<file path="config.mk">
export PLATFORM = sky130hd
export DESIGN_NAME = pc_ir_status_unit
export DESIGN_NICKNAME = d
export VERILOG_FILES = /design/src/rtl/pc_ir_status_unit.sv
export SDC_FILE = /design/constraint.sdc
export NUM_CORES = 1
export LEC_CHECK = 0
export CORE_MARGIN = 2
export CORE_UTILIZATION = 53
export DETAILED_ROUTE_END_ITERATION = 6
export PLACE_DENSITY = 0.9
export SYNTH_ARGS = -nofsm -noshare
export SYNTH_HDL_FRONTEND = slang
export SYNTH_SLANG_ARGS = --single-unit
</file>
<file path="constraint.sdc">
create_clock -name clock -period 5.4 [get_ports clock]
set_clock_uncertainty 0.05 [all_clocks]
set_input_delay 1.08 -clock clock [delete_from_list [all_inputs] [get_ports clock]]
set_output_delay 1.08 -clock clock [all_outputs]
set_load 0.02 [all_outputs]
</file>
<file path="src/rtl/pc_ir_status_unit.sv">
// pc_ir_status_unit
// Program counter, instruction register and status flag register for the
// LEGv8 datapath. Applies the PS/IL/SL control fields each cycle, runs a
// request/acknowledge fetch handshake with instruction memory and returns
// instruction, status and stall to the control unit.
// Optional feature macro: PC_ALIGN_CHECK_EN -- blocks misaligned PC loads
// and exposes a sticky pc_misalign flag.
module pc_ir_status_unit #(
  parameter int              N        = 64,
  parameter logic [N-1:0]    RESET_PC = {N{1'b0}}
) (
  input  logic           clock,
  input  logic           reset,
  input  logic [1:0]     PS,
  input  logic           IL,
  input  logic           SL,
  input  logic [N-1:0]   constant,
  input  logic [N-1:0]   bus_a,
  input  logic [3:0]     alu_flags,
  input  logic           alu_zero,
  input  logic [31:0]    imem_data,
  input  logic           imem_ack,
  output logic [N-1:0]   imem_addr,
  output logic           imem_req,
  output logic [31:0]    instruction,
  output logic [4:0]     status,
`ifdef PC_ALIGN_CHECK_EN
  output logic           pc_misalign,
`endif
  output logic [N-1:0]   pc,
  output logic [N-1:0]   pc_plus4,
  output logic           stall
);

  localparam logic [N-1:0] PC_STEP = {{(N-3){1'b0}}, 3'b100};

  logic [N-1:0] r_pc;
  logic [N-1:0] r_instr_pc;
  logic [31:0]  r_ir;
  logic [3:0]   r_flags;

  logic         w_stall;
  logic [N-1:0] w_pc_target;
  logic [N-1:0] w_pc_next;
`ifdef PC_ALIGN_CHECK_EN
  logic         w_misalign_load;
  logic         r_misalign;
`endif

  // Word offset scaled to a byte offset; the top two bits fall off.
  function automatic logic [N-1:0] word_to_byte(input logic [N-1:0] off);
    word_to_byte = {off[N-3:0], 2'b00};
  endfunction

  // Handshake: a pending fetch without acknowledge freezes everything.
  assign w_stall  = IL & ~imem_ack;
  assign stall    = w_stall;
  assign imem_req = IL;

  // PC target selection; the relative branch is based on the address of
  // the instruction held in the IR, not the already-advanced PC.
  always_comb begin
    w_pc_target = r_pc;
    case (PS)
      2'b00:   w_pc_target = r_pc;
      2'b01:   w_pc_target = r_pc + PC_STEP;
      2'b10:   w_pc_target = bus_a;
      2'b11:   w_pc_target = r_instr_pc + word_to_byte(constant);
      default: w_pc_target = r_pc;
    endcase
  end

`ifdef PC_ALIGN_CHECK_EN
  // Reject load targets that are not word aligned; the PC holds instead.
  always_comb begin
    w_misalign_load = 1'b0;
    w_pc_next       = w_pc_target;
    if (PS[1] && (w_pc_target[1:0] != 2'b00)) begin
      w_misalign_load = 1'b1;
      w_pc_next       = r_pc;
    end else begin
      w_misalign_load = 1'b0;
      w_pc_next       = w_pc_target;
    end
  end

  // Sticky misalignment flag, cleared only by reset.
  always_ff @(posedge clock or negedge reset) begin
    if (!reset) begin
      r_misalign <= 1'b0;
    end else if (!w_stall && w_misalign_load) begin
      r_misalign <= 1'b1;
    end else begin
      r_misalign <= r_misalign;
    end
  end

  assign pc_misalign = r_misalign;
`else
  // Without alignment checking every target loads unchanged.
  always_comb begin
    w_pc_next = w_pc_target;
  end
`endif

  // PC, IR, instruction address and flags advance on any non-stalled edge.
  always_ff @(posedge clock or negedge reset) begin
    if (!reset) begin
      r_pc       <= RESET_PC;
      r_instr_pc <= RESET_PC;
      r_ir       <= 32'h0000_0000;
      r_flags    <= 4'b0000;
    end else if (!w_stall) begin
      r_pc <= w_pc_next;
      if (IL) begin
        r_ir       <= imem_data;
        r_instr_pc <= r_pc;
      end
      if (SL) begin
        r_flags <= alu_flags;
      end
    end
  end

  assign pc          = r_pc;
  assign imem_addr   = r_pc;
  assign instruction = r_ir;
  assign pc_plus4    = r_instr_pc + PC_STEP;
  assign status      = {r_flags, alu_zero};

endmodule

</file>
==> flow_summary.toml <==
[setup_path]
cp-start-kind = "flop"
r2r_cells = 12
crit_type = "flop to output pin"
crit_arrival_ns = 4.00
r2r_setup_slack_ns = 1.40
worstPathCellList = "and4_1 -> nand2_1 -> nor4_2 -> buf_4 -> nand2_1 -> nor3_1 -> and4_1 -> nand3_1 -> nor3_1 -> xor2_1 -> clkdlybuf4s50_1"
end_kind = "output pin"
slowest_delay_ns = 0.62
reg2reg_from = "r_instr_pc[2]$_DFFE_PN0P_"
cp.required_ns = 4.27
reg2reg_to = "imem_addr[52]$_DFFE_PN0P_"
crit_slowest_cell = "clkdlybuf4s50_1"
critPathMaxFanout = 8

[timing]
min_period_ns = 5.13
maxSlewViolCount = 0
hold_viol_final = 0
slew_headroom = 0.363
setup_viol = 0
fmax_ghz = 0.195
fin_crit_sh = 0.951
tightest_slew_ns = 0.956
worst_slack_ns = 0.267
setup_tns_ns = 0
rsz0062_at_grt = "no"

[die]
ios = 403
core_sq_um = 25300
dieArea_sq_um = 27100
rows = 58
die_h_um = 165
start_util = 0.542
die_x_um = 165

[synthesis]
synth-seq-area-share = 0.300
synth.avg_cell_area_sq_um = 8.53
synth_top_flop_cell = "dfrtp_1"
ys_warn_count = 0
async_flop_share = 1.00
synth_nets = 1840
synth_area_sq_um = 13700
netlist_instances = 1604
ys_seq_elements = 164
synth_cell_types = 78
synth_edf_count = 0

[flow_run]
maxCapViolCount = 0

[placement]
dp.cells = 2198
gp_congestion = 0.953
numPortBuffers = 398
place_hpwl_mm = 37.0
place_ws_ns = 0.581

[detailed_routing]
viasPerCell = 6.41
drt_wl_total_mm = 49.4
first_iter_violations = 1344
antenna_left = 0
dr.pass1.iters = 7
routedWlPerCell_um = 22.2
vias = 14300
route.detailed.drc = 0

[global_routing]
grt_pass1_wl_mm = 76.3
grt_pass1_vias = 14100
grt_usage = 0.361
overflow = 0
grt_max_degree = 89
antenna_found_initial = 3

[clocking]
clock_latency_ns = 0.44
clock-root-buffer = "clkbuf_16"
numClockSinks = 164
cts_hold_buf = 0
cts_tree = "built"
cts_buffers = 17
cts.path.max_buffers = 2
cts.clk_slew.worst_paths_ns = 0.08
htreeDepth = 4

[min_path]
holdPathStages = 1
whs_endpoint = "instruction[2]$_DFFE_PN0P_"
min_from = "instruction[2]$_DFFE_PN0P_"
hp-class = "flop to flop"

[run_status]
outcome = "finished clean"

[pwr]
cellPowerDensity_nw_per_um2 = 516
ir_worst_vdd_mv = 0.268
leakagePower_nw = 7.32

[finish]
area_growth_pct = 31.8
drive_gt1_frac = 0.0947
final_cells = 2231
layout_common_cells = "clkdlybuf4s50_1, dfrtp_1, nand2_1"
layout.nets = 2123
final_common_cell = "clkdlybuf4s50_1"
## synth_stat cells (49+ instances only)
master | n | area, sq um
o21ai_0 | 90 | 450
mux2_2 | 97 | 1090
dfrtp_1 | 164 | 4100
nor2_1 | 120 | 450
clkbuf_1 | 79 | 297
ha_1 | 63 | 788
nand2_1 | 126 | 473
buf_4 | 68 | 510
nand3_1 | 70 | 350
a21o_1 | 49 | 368
xnor2_1 | 79 | 692
a21oi_1 | 118 | 591
xor2_1 | 59 | 517
## where the power goes
group | total [mW] | switching, mW | internal, mW
Combinational | 5.60 | 3.01 | 2.59
Clock | 1.28 | 0.647 | 0.632
Sequential | 2.43 | 0.795 | 1.64
## metal layers
metal	track usage	vias to the layer above	routed length (um)
met5	0	-	30
met4	0.157	4	2080
met3	0.0831	175	5300
met2	0.615	992	23800
met1	0.437	6738	18300
li1	-	6398	-
## through the flow
step	power (mW)	instance area, sq um	hold slack, ns	utilization
after floorplan	5.88	13700	0.453	-
after global placement	7.77	17400	0.436	0.690
after detailed placement	7.91	17400	0.442	0.690
after CTS	9.21	18000	0.459	0.714
after global routing	9.83	18000	0.482	0.714
final	9.31	18000	0.456	0.714
## cells by family after synthesis
family	Yosys count	share of synthesized area
compound gates	427	0.202
xor+xnor	138	0.0883
fa+ha+maj	64	0.0590
buf+inv	188	0.0705
flops	164	0.300
mux	117	0.0944
simple gates	506	0.186
## sequential cells by signal (all words and copies together), names as in the netlist
register	cells
r_flags	4
instruction	32
imem_addr	64
r_instr_pc	64
## worst max path at each step
| stage | slack (ns) | cells after the start | from | to |
|---|---|---|---|---|
| after floorplan | 1.56 | 12 | constant[0] | imem_addr[60]$_DFFE_PN0P_ |
| after global placement | 0.65 | 13 | constant[0] | imem_addr[52]$_DFFE_PN0P_ |
| after detailed placement | 0.58 | 13 | constant[0] | imem_addr[52]$_DFFE_PN0P_ |
| after CTS | 0.14 | 12 | r_instr_pc[16]$_DFFE_PN0P_ | pc_plus4[63] |
| after global routing | 0.02 | 10 | r_instr_pc[22]$_DFFE_PN0P_ | pc_plus4[54] |
| final | 0.27 | 11 | r_instr_pc[16]$_DFFE_PN0P_ | pc_plus4[54] |
## what timing repair did
action | in CTS | in global routing
endpoints found under the setup margin | 0 | 3
resized for setup | 0 | 2
buffers inserted | 0 | 0
## critical path, delay by kind of cell, from the launching register on
| kind | cells | cell delay [ns] |
|---|---|---|
| XOR/XNOR | 1 | 0.17 |
| flip-flops | 1 | 0.47 |
| AND/OR/NAND/NOR | 8 | 2.10 |
| buffers and inverters | 2 | 0.82 |
## area by class of cell
class	count	area, sq um
diodes	1	2.50
clock buffers	17	425
clock inverters	15	180
fillers	1909	7220
inverters	31	116
multi-input cells	1252	8640
flip-flops and latches	164	4100
well taps	330	413
repair buffers	421	4160
(Power assumes the default switching activity.)
